[src/rtl/seq_adder_if.sv]
// seq_adder_if: start/busy/done handshake plus operand and result bus for
// the digit-serial adder. The master issues requests; the slave computes.
interface seq_adder_if #(
  parameter int WIDTH = 8
);
  logic             start;
  logic [WIDTH-1:0] a;
  logic [WIDTH-1:0] b;
  logic             cin;
  logic             busy;
  logic             done;
  logic [WIDTH-1:0] sum;
  logic             cout;
  logic             overflow;

  modport master (
    output start, a, b, cin,
    input  busy, done, sum, cout, overflow
  );

  modport slave (
    input  start, a, b, cin,
    output busy, done, sum, cout, overflow
  );
endinterface

[src/rtl/seq_adder.sv]
// seq_adder: digit-serial adder. Adds a + b + cin DIGIT bits per clock,
// carrying between digits through a register, and publishes sum, carry-out
// and two's-complement overflow once all WIDTH/DIGIT digits are done.
// Results stay frozen during an operation and only update on completion.
module seq_adder #(
  parameter int WIDTH = 8,
  parameter int DIGIT = 1
) (
  input  logic       clk,
  input  logic       reset,
  seq_adder_if.slave bus
);

  localparam int STEPS = WIDTH / DIGIT;
  localparam int CNT_W = (STEPS > 1) ? $clog2(STEPS) : 1;
  localparam logic [CNT_W-1:0] LAST = CNT_W'(STEPS - 1);

  typedef enum logic {
    IDLE = 1'b0,
    ADD  = 1'b1
  } state_t;

  state_t           state;
  logic [WIDTH-1:0] opa;
  logic [WIDTH-1:0] opb;
  logic [WIDTH-1:0] psum;
  logic             carry;
  logic             msb_a;
  logic             msb_b;
  logic [CNT_W-1:0] cnt;

  logic             busy_r;
  logic             done_r;
  logic [WIDTH-1:0] sum_r;
  logic             cout_r;
  logic             ovf_r;

  logic [DIGIT:0]   dsum;
  logic [WIDTH-1:0] psum_nxt;

  // One digit of unsigned addition; the top bit is the digit carry-out.
  function automatic logic [DIGIT:0] digit_add(
    input logic [DIGIT-1:0] x,
    input logic [DIGIT-1:0] y,
    input logic             ci
  );
    return {1'b0, x} + {1'b0, y} + {{DIGIT{1'b0}}, ci};
  endfunction

  // Signed overflow: operands agree in sign but the result does not.
  function automatic logic signed_ovf(
    input logic ma,
    input logic mb,
    input logic ms
  );
    return (ma == mb) && (ms != ma);
  endfunction

  // Current digit sum and the partial sum with that digit inserted at the top,
  // so after STEPS insertions the first digit has reached bit 0.
  always_comb begin
    dsum     = digit_add(opa[DIGIT-1:0], opb[DIGIT-1:0], carry);
    psum_nxt = (psum >> DIGIT) | (WIDTH'(dsum[DIGIT-1:0]) << (WIDTH - DIGIT));
  end

  // Control FSM with operand shifters, carry register and registered results.
  always_ff @(posedge clk or posedge reset) begin
    if (reset) begin
      state  <= IDLE;
      opa    <= '0;
      opb    <= '0;
      psum   <= '0;
      carry  <= 1'b0;
      msb_a  <= 1'b0;
      msb_b  <= 1'b0;
      cnt    <= '0;
      busy_r <= 1'b0;
      done_r <= 1'b0;
      sum_r  <= '0;
      cout_r <= 1'b0;
      ovf_r  <= 1'b0;
    end else begin
      done_r <= 1'b0;
      case (state)
        IDLE: begin
          if (bus.start) begin
            opa    <= bus.a;
            opb    <= bus.b;
            carry  <= bus.cin;
            msb_a  <= bus.a[WIDTH-1];
            msb_b  <= bus.b[WIDTH-1];
            psum   <= '0;
            cnt    <= '0;
            busy_r <= 1'b1;
            state  <= ADD;
          end
        end
        ADD: begin
          opa   <= opa >> DIGIT;
          opb   <= opb >> DIGIT;
          psum  <= psum_nxt;
          carry <= dsum[DIGIT];
          cnt   <= cnt + 1'b1;
          if (cnt == LAST) begin
            sum_r  <= psum_nxt;
            cout_r <= dsum[DIGIT];
            ovf_r  <= signed_ovf(msb_a, msb_b, psum_nxt[WIDTH-1]);
            done_r <= 1'b1;
            busy_r <= 1'b0;
            state  <= IDLE;
          end
        end
        default: state <= IDLE;
      endcase
    end
  end

  assign bus.busy     = busy_r;
  assign bus.done     = done_r;
  assign bus.sum      = sum_r;
  assign bus.cout     = cout_r;
  assign bus.overflow = ovf_r;

endmodule

[src/flat_wrapper.sv]
// flat-port wrapper written by rule: the top's interface ports become plain ports
module seq_adder_flat 
#(
  parameter int WIDTH = 8,
  parameter int DIGIT = 1
)
  (clk, reset, bus_start, bus_a, bus_b, bus_cin, bus_busy, bus_done, bus_sum, bus_cout, bus_overflow);
  seq_adder_if #(.WIDTH(WIDTH)) bus_i ();
  input  logic clk;
  input  logic reset;
  input wire logic [$bits(bus_i.start)-1:0] bus_start;
  input wire logic [$bits(bus_i.a)-1:0] bus_a;
  input wire logic [$bits(bus_i.b)-1:0] bus_b;
  input wire logic [$bits(bus_i.cin)-1:0] bus_cin;
  output wire logic [$bits(bus_i.busy)-1:0] bus_busy;
  output wire logic [$bits(bus_i.done)-1:0] bus_done;
  output wire logic [$bits(bus_i.sum)-1:0] bus_sum;
  output wire logic [$bits(bus_i.cout)-1:0] bus_cout;
  output wire logic [$bits(bus_i.overflow)-1:0] bus_overflow;
  assign bus_i.start = bus_start;
  assign bus_i.a = bus_a;
  assign bus_i.b = bus_b;
  assign bus_i.cin = bus_cin;
  assign bus_busy = bus_i.busy;
  assign bus_done = bus_i.done;
  assign bus_sum = bus_i.sum;
  assign bus_cout = bus_i.cout;
  assign bus_overflow = bus_i.overflow;
  seq_adder #(.WIDTH(WIDTH), .DIGIT(DIGIT)) u_core (.clk(clk), .reset(reset), .bus(bus_i));
endmodule
[config.mk]
export PLATFORM = sky130hd
export DESIGN_NAME = seq_adder_flat
export DESIGN_NICKNAME = d
export VERILOG_FILES = /design/src/rtl/seq_adder_if.sv /design/src/rtl/seq_adder.sv /design/src/flat_wrapper.sv
export SDC_FILE = /design/constraint.sdc
export NUM_CORES = 1
export LEC_CHECK = 0
export CAP_MARGIN = 30
export CORE_UTILIZATION = 51
export CTS_CLUSTER_SIZE = 24
export DETAILED_ROUTE_END_ITERATION = 10
export PLACE_DENSITY_LB_ADDON = 0.05
export SLEW_MARGIN = 20
export SYNTH_ARGS = -nofsm -noshare
export SYNTH_HDL_FRONTEND = slang
export SYNTH_SLANG_ARGS = --single-unit
[constraint.sdc]
create_clock -name clk -period 4.8 [get_ports clk]
set_clock_uncertainty 0.1 [all_clocks]
set_input_delay 0.96 -clock clk [delete_from_list [all_inputs] [get_ports clk]]
set_output_delay 0.96 -clock clk [all_outputs]
set_load 0.005 [all_outputs]
==> results.yml <==
global_route:
  antenna_found_initial: 0
  met3_usage: 0.06204
  grt_usage: 0.1932
  grt_pass1_wl_um: 5706
  grt-busiest-layer: "met2"
  overflow: 0
  grt_pass1_vias: 1208
  use_met2: 0.2772
  grt_max_degree: 49
  met1_usage: 0.2659
place:
  hpwlAfterDp_um: 2214
  pre_cts_slack_ns: 2.126
  io_buffer_count: 31
  place.gp.congestion: 0.6939
timing:
  final_max_slew_viol_count: 0
  hold_viol: 0
  grt_setup_unrepaired: "false"
  final-setup-viol-count: 0
  postLayoutSetupSlackWorst_ns: 2.498
  fin_crit_sh: 0.4796
  tns_ns: 0
  tightest_slew_ns: 0.5146
  worst_slew_margin_rel: 0.6570
  period_minus_slack_ns: 2.302
  fmax_ghz: 0.4344
critical_path:
  crit_chain: "clkdlybuf4s50_1"
  start_kind: "flop"
  crit_slowest_cell: "clkdlybuf4s50_1"
  crit_fanout: 2
  critPathTopFamily: "buffers and inverters"
  cpPeakStageDelay_ns: 0.50
  cp.required_ns: 3.74
  critical_path.endpoint_type: "output port"
  path_class: "flop to output port"
  critPathArrivalTime_ns: 1.24
  crit_buf_inv: 1
logic_synthesis:
  syn-cell-area_mm2: 0.001868
  synth_common_cells: "42 x dfrtp_1, 21 x nand2_1, 19 x mux2i_1"
  ys_seq_area_frac: 0.5626
  netlist.area_leader.share: 0.5626
  synth.most_common_cell: "dfrtp_1"
  yosysTopAreaCell: "dfrtp_1"
  ys_seq_elements: 42
  synthCells: 155
  synth_edf_count: 0
  synth_area_per_cell_um2: 12.05
  synth.area.top_cells: "dfrtp_1 56%, mux2i_1 10%, mux2_2 4.8%"
  synthDistinctLibCells: 26
  yosys_warnings: 0
  async_reset_ff_frac: 1.000
  synth_ff_type: "dfrtp_1"
  syn_nets: 179
cts:
  ctsRootBufferMaster: "clkbuf_4"
  clock_path_buffers: 2
  post_cts_buffers: 0
  h-tree-depth: 2
  clkTransAtPathRegs_ns: 0.12
  cts_num_sinks: 42
  cts_tree: "built"
  clkLatencyLatePin_ns: 0.36
  postCtsHoldBufs: 0
  cts_resized: 0
  numCtsBuffers: 5
drt:
  dr.pass1.iters: 4
  drc: 0
  wire_per_inst_um: 13.88
  avgViaCountPerCell: 5.128
  drt_iter0_markers: 36
  wl_um: 3248
  num_vias: 1200
  ant_nets: 0
power_and_ir_drop:
  p_total_mw: 1.239
  vdd_drop_max_mv: 0.3431
  power.density_mw_per_mm2: 550.9
  p_leak_nw: 1.048
outcome:
  status: "finished clean"
hold_path:
  hp-class: "flop to flop"
floorplan:
  die_w_um: 62.52
  die_h_um: 62.52
  rows: 21
  initial_utilization: 0.5469
  fp.coreArea_mm2: 0.003416
  die-area_mm2: 0.003909
  top_level_ports: 32
finish:
  area_delta_synth_final_pct: 20.43
  antenna_cells: 0
  fin_nets: 211
  fillerInstances: 273
  drive_gt1_frac: 0.1330
flow_run:
  maxCapViolCount: 0
==> registers in the layout, summed over array words and instances (netlist names), 3 cells and up <==
name            flops
u_core.opb          8
u_core.psum         7
u_core.opa          8
u_core.bus.sum      8
u_core.cnt          3
==> worst paths after layout <==
| kind | slack (ns) | end | startpoint | cells past startpoint |
|---|---|---|---|---|
| worst min-delay path | 0.40 | u_core.opa[4] | u_core.opa[5] | 2 |
| worst max register to register | 3.00 | u_core.bus.sum[6] | u_core.state | 4 |
| max in group asynchronous | 3.31 | u_core.psum[6] | reset | 3 |
| worst min register to register | 0.40 | u_core.opa[4] | u_core.opa[5] | 2 |
| worst max-delay path | 2.50 | bus_sum[5] | u_core.bus.sum[5] | 1 |
| min in group asynchronous | 0.92 | u_core.bus.sum[0] | reset | 3 |
==> report_power, final <==
| group | switching [mW] | internal (mW) | leakage (nW) | total, mW |
|---|---|---|---|---|
| clock | 0.113 | 0.100 | 0.0446 | 0.213 |
| sequential | 0.0905 | 0.499 | 0.534 | 0.589 |
| combinational | 0.197 | 0.240 | 0.470 | 0.437 |
| total | 0.400 | 0.839 | 1.05 | 1.24 |
==> per-layer routing <==
| metal | share of wire | vias to the layer above |
|---|---|---|
| met1 | 0.47 | 574 |
| met2 | 0.44 | 33 |
| li1 | - | 584 |
| met3 | 0.056 | 9 |
| met5 | 0 | - |
| met4 | 0.025 | 0 |
==> cells in the final DEF, fill, tap and decap left out <==
master,n
inv_4,1
or3_1,1
clkbuf_4,5
nand2_4,1
clkdlybuf4s50_1,31
nor2_2,1
nand2_1,21
nand2b_1,7
o21ai_0,4
nand3_1,1
clkbuf_8,3
a22o_1,2
nor2_1,2
fa_1,1
ha_1,3
a31oi_1,1
mux2i_1,19
inv_1,5
a21oi_1,5
mux2_4,2
o21ai_1,16
a21o_1,2
mux2_2,8
nor2b_4,1
buf_4,3
dfrtp_1,42
==> stage by stage <==
stage,std cells,hold slack (ns),util,instance area (um^2)
2_1_floorplan,155,0.3490,-,1868
3_5_place_dp,226,0.3723,0.6355,2171
6_report,234,0.3995,0.6586,2250
3_3_place_gp,226,0.3588,0.6355,2171
4_1_cts,234,0.3969,0.6586,2250
5_1_grt,234,0.4352,0.6586,2250
==> cell families after synthesis <==
family,synth area share
flip-flops,0.5626
AND/OR/NAND/NOR,0.09243
AO/OA/AOI/OAI,0.08774
multiplexers,0.1661
buffers and inverters,0.06028
adder cells (fa/ha/maj),0.03081
==> cell type report <==
class                      instances  area (um^2)  share of cell area
multi-input combinational         98        704.4              0.3131
tap                               46        57.56             0.02558
sequential                        42         1051              0.4672
timing repair buffer              34        332.8              0.1479
inverter                           6        25.02             0.01112
clock buffer                       8        78.83             0.03504
No activity file was read; power rests on OpenSTA's default activity.
==> patch, RTL diff (config.mk and constraints unchanged) <==
`WIDTH` is set to 8 in 3 places; all go to 4.
--- a/src/rtl/seq_adder_if.sv
+++ b/src/rtl/seq_adder_if.sv
@@ -1,7 +1,7 @@
 // seq_adder_if: start/busy/done handshake plus operand and result bus for
 // the digit-serial adder. The master issues requests; the slave computes.
 interface seq_adder_if #(
-  parameter int WIDTH = 8
+  parameter int WIDTH = 4
 );
   logic             start;
   logic [WIDTH-1:0] a;
--- a/src/rtl/seq_adder.sv
+++ b/src/rtl/seq_adder.sv
@@ -3,7 +3,7 @@
 // and two's-complement overflow once all WIDTH/DIGIT digits are done.
 // Results stay frozen during an operation and only update on completion.
 module seq_adder #(
-  parameter int WIDTH = 8,
+  parameter int WIDTH = 4,
   parameter int DIGIT = 1
 ) (
   input  logic       clk,
--- a/src/flat_wrapper.sv
+++ b/src/flat_wrapper.sv
@@ -1,7 +1,7 @@
 // flat-port wrapper written by rule: the top's interface ports become plain ports
 module seq_adder_flat 
 #(
-  parameter int WIDTH = 8,
+  parameter int WIDTH = 4,
   parameter int DIGIT = 1
 )
   (clk, reset, bus_start, bus_a, bus_b, bus_cin, bus_busy, bus_done, bus_sum, bus_cout, bus_overflow);
Ports: changed (resized bus_a, bus_b and bus_sum); port bits go from 32 to 20. The function was not compared with the original's and may differ.
==> patch against the unedited design <==
Sequential power down 37%. Sequential cell count is 17 lower. Routed wire length shrank 48%. Total power fell by 41%. Worst setup slack lost 0.036 ns. Die area down 40%. Largest cell class unchanged. Largest power group unchanged. Design area down 41%. Highest routed layer unchanged. Register-to-register slack improved by 0.03 ns. First-iteration DRC count decreased by 67%. Area after synthesis is 41% lower.
==> patch: results (changes against the unedited design) <==
{| class="wikitable"
! Metric !! Value
|-
| Fillers || 175 (-36%)
|-
| Worst VDD drop || 261.7 µV (-24%)
|-
| Wire length of the first global-routing pass || 3042 µm (-47%)
|-
| GRT met1 Usage || 23.24% (-3.4 points)
|-
| Share of async-settable or async-resettable flops after synthesis || 100.0% (unchanged)
|-
| Detailed Place HPWL || 1204 µm (-46%)
|-
| Top_reg_cell synth || dfrtp_1
|-
| DR vias/cell || 5.161 (+0.63%)
|-
| Total routed wire length on the met1 layer || 811 µm (-47%)
|-
| Cts bufs inserted || 3 (-2)
|-
| Met3 track demand over resource || 2.830% (-3.4 points)
|-
| Share of post-route cells with drive strength above 1 || 10.00% (-3.3 points)
|-
| Total leakage power || 0.6116 nW (-42%)
|-
| Pin count of the biggest net entering global routing || 30 (-39%)
|-
| Number of distinct library cells after synthesis || 24 (-7.7%)
|-
| Worst reg-to-reg path cell count || 2 (-2)
|-
| Run status || completed
|-
| Worst R2R Start || u_core.state
|-
| Routability congestion estimate from global placement || 0.6913 (-0.37%)
|-
| Via count of the first global-routing pass || 658 (-46%)
|-
| Routing usage on met2 || 26.76% (-0.96 points)
|-
| Clock Tree Root || clkbuf_4
|-
| Total number of H-tree levels || 1 (-1)
|-
| Count of instances resized after the clock tree is built || 0 (unchanged)
|-
| Fraction of the yosys area taken by sequential cells || 56.75% (+0.49 points)
|-
| Max-slew headroom || 38.13% (-28 points)
|-
| Class of the most critical hold timing path || register to register
|-
| Capture point of the critical path || u_core.msb_a
|-
| DRT Wirelength || 1686 µm (-48%)
|-
| Count of routing violations after the opening detailed-route iteration || 12 (-67%)
|-
| Critical path fanouts, max || 15 (+13)
|-
| Number of antenna violations at the first check in global routing || 0 (unchanged)
|-
| Clock latency on the worst-skew pair || 0.32 ns (-0.04 ns)
|-
| Cells taking the most area after synthesis || dfrtp_1 (57%), mux2i_1 (10%), mux2_4 (4.1%)
|-
| Launch point of the critical path || bus_start
|-
| Clock transition time at the flip-flop clock pins of the worst setup and hold paths || 0.14 ns (+0.02 ns)
|-
| Synth Warn # || 0 (unchanged)
|-
| IO buf count || 19 (-39%)
|-
| Synth top cells by count || dfrtp_1 (25), mux2i_1 (11), nand2_1 (8), o21ai_1 (8)
|-
| Internal reg-to-reg setup slack || 3.03 ns (+0.03 ns)
|-
| Net count of the mapped netlist || 105 (-41%)
|-
| Highest Signal Layer || met4
|-
| GRT Total Usage || 16.93% (-2.4 points)
|-
| Routed wl met2 || 782 µm (-46%)
|-
| WL met3 || 64 µm (-65%)
|-
| Net count of the finished layout || 125 (-41%)
|-
| Arrival time at the worst endpoint || 2.45 ns (+1.21 ns)
|}
[patch: cells by family after synthesis]
logic type      share of synthesized area (%)
flops                                   56.75
simple gates                            9.081
mux                                     17.14
compound gates                          7.833
buf+inv                                 6.242
fa+ha+maj                               2.951
[patch: worst min path at each step]
stage                                    to  depth (start not counted)  slack, ns               from
after detailed placement      u_core.opa[0]                          2       0.37      u_core.opa[1]
final                         u_core.opa[0]                          2       0.40      u_core.opa[1]
after CTS                     u_core.opa[0]                          2       0.40      u_core.opa[1]
after global placement        u_core.opa[0]                          2       0.37      u_core.opa[1]
after floorplan               u_core.opa[2]                          2       0.35      u_core.opa[3]
after global routing      u_core.bus.sum[1]                          1       0.43  u_core.bus.sum[1]
[patch: per-stage QoR]
stage | setup slack, ns | hold WS, ns | util (%) | std cells | instance area (µm²)
final | 2.462 | 0.4009 | 66.00 | 137 | 1321
after global routing | 2.413 | 0.4321 | 66.00 | 137 | 1321
after CTS | 2.447 | 0.4007 | 65.25 | 136 | 1306
after detailed placement | 2.090 | 0.3706 | 63.94 | 132 | 1280
after global placement | 2.099 | 0.3679 | 63.94 | 132 | 1280
after floorplan | 3.062 | 0.3549 | - | 91 | 1102
[patch: critical path, cell delays in order]
cell and delay (ns):
clkdlybuf4s50_1 0.91, and2b_4 0.29, mux2_4 0.29
[patch: where the power goes]
group | total, mW | internal [mW] | switching (mW)
registers | 0.370 | 0.296 | 0.0737
clock network | 0.0947 | 0.0325 | 0.0622
logic | 0.262 | 0.163 | 0.0989
[patch: area by class of cell]
type / count / share of cell area, %
tap: 27 / 2.557
sequential: 25 / 47.35
clock buffer: 4 / 1.989
inverter: 6 / 1.705
timing repair buffer: 20 / 15.53
multi-input combinational: 55 / 30.87
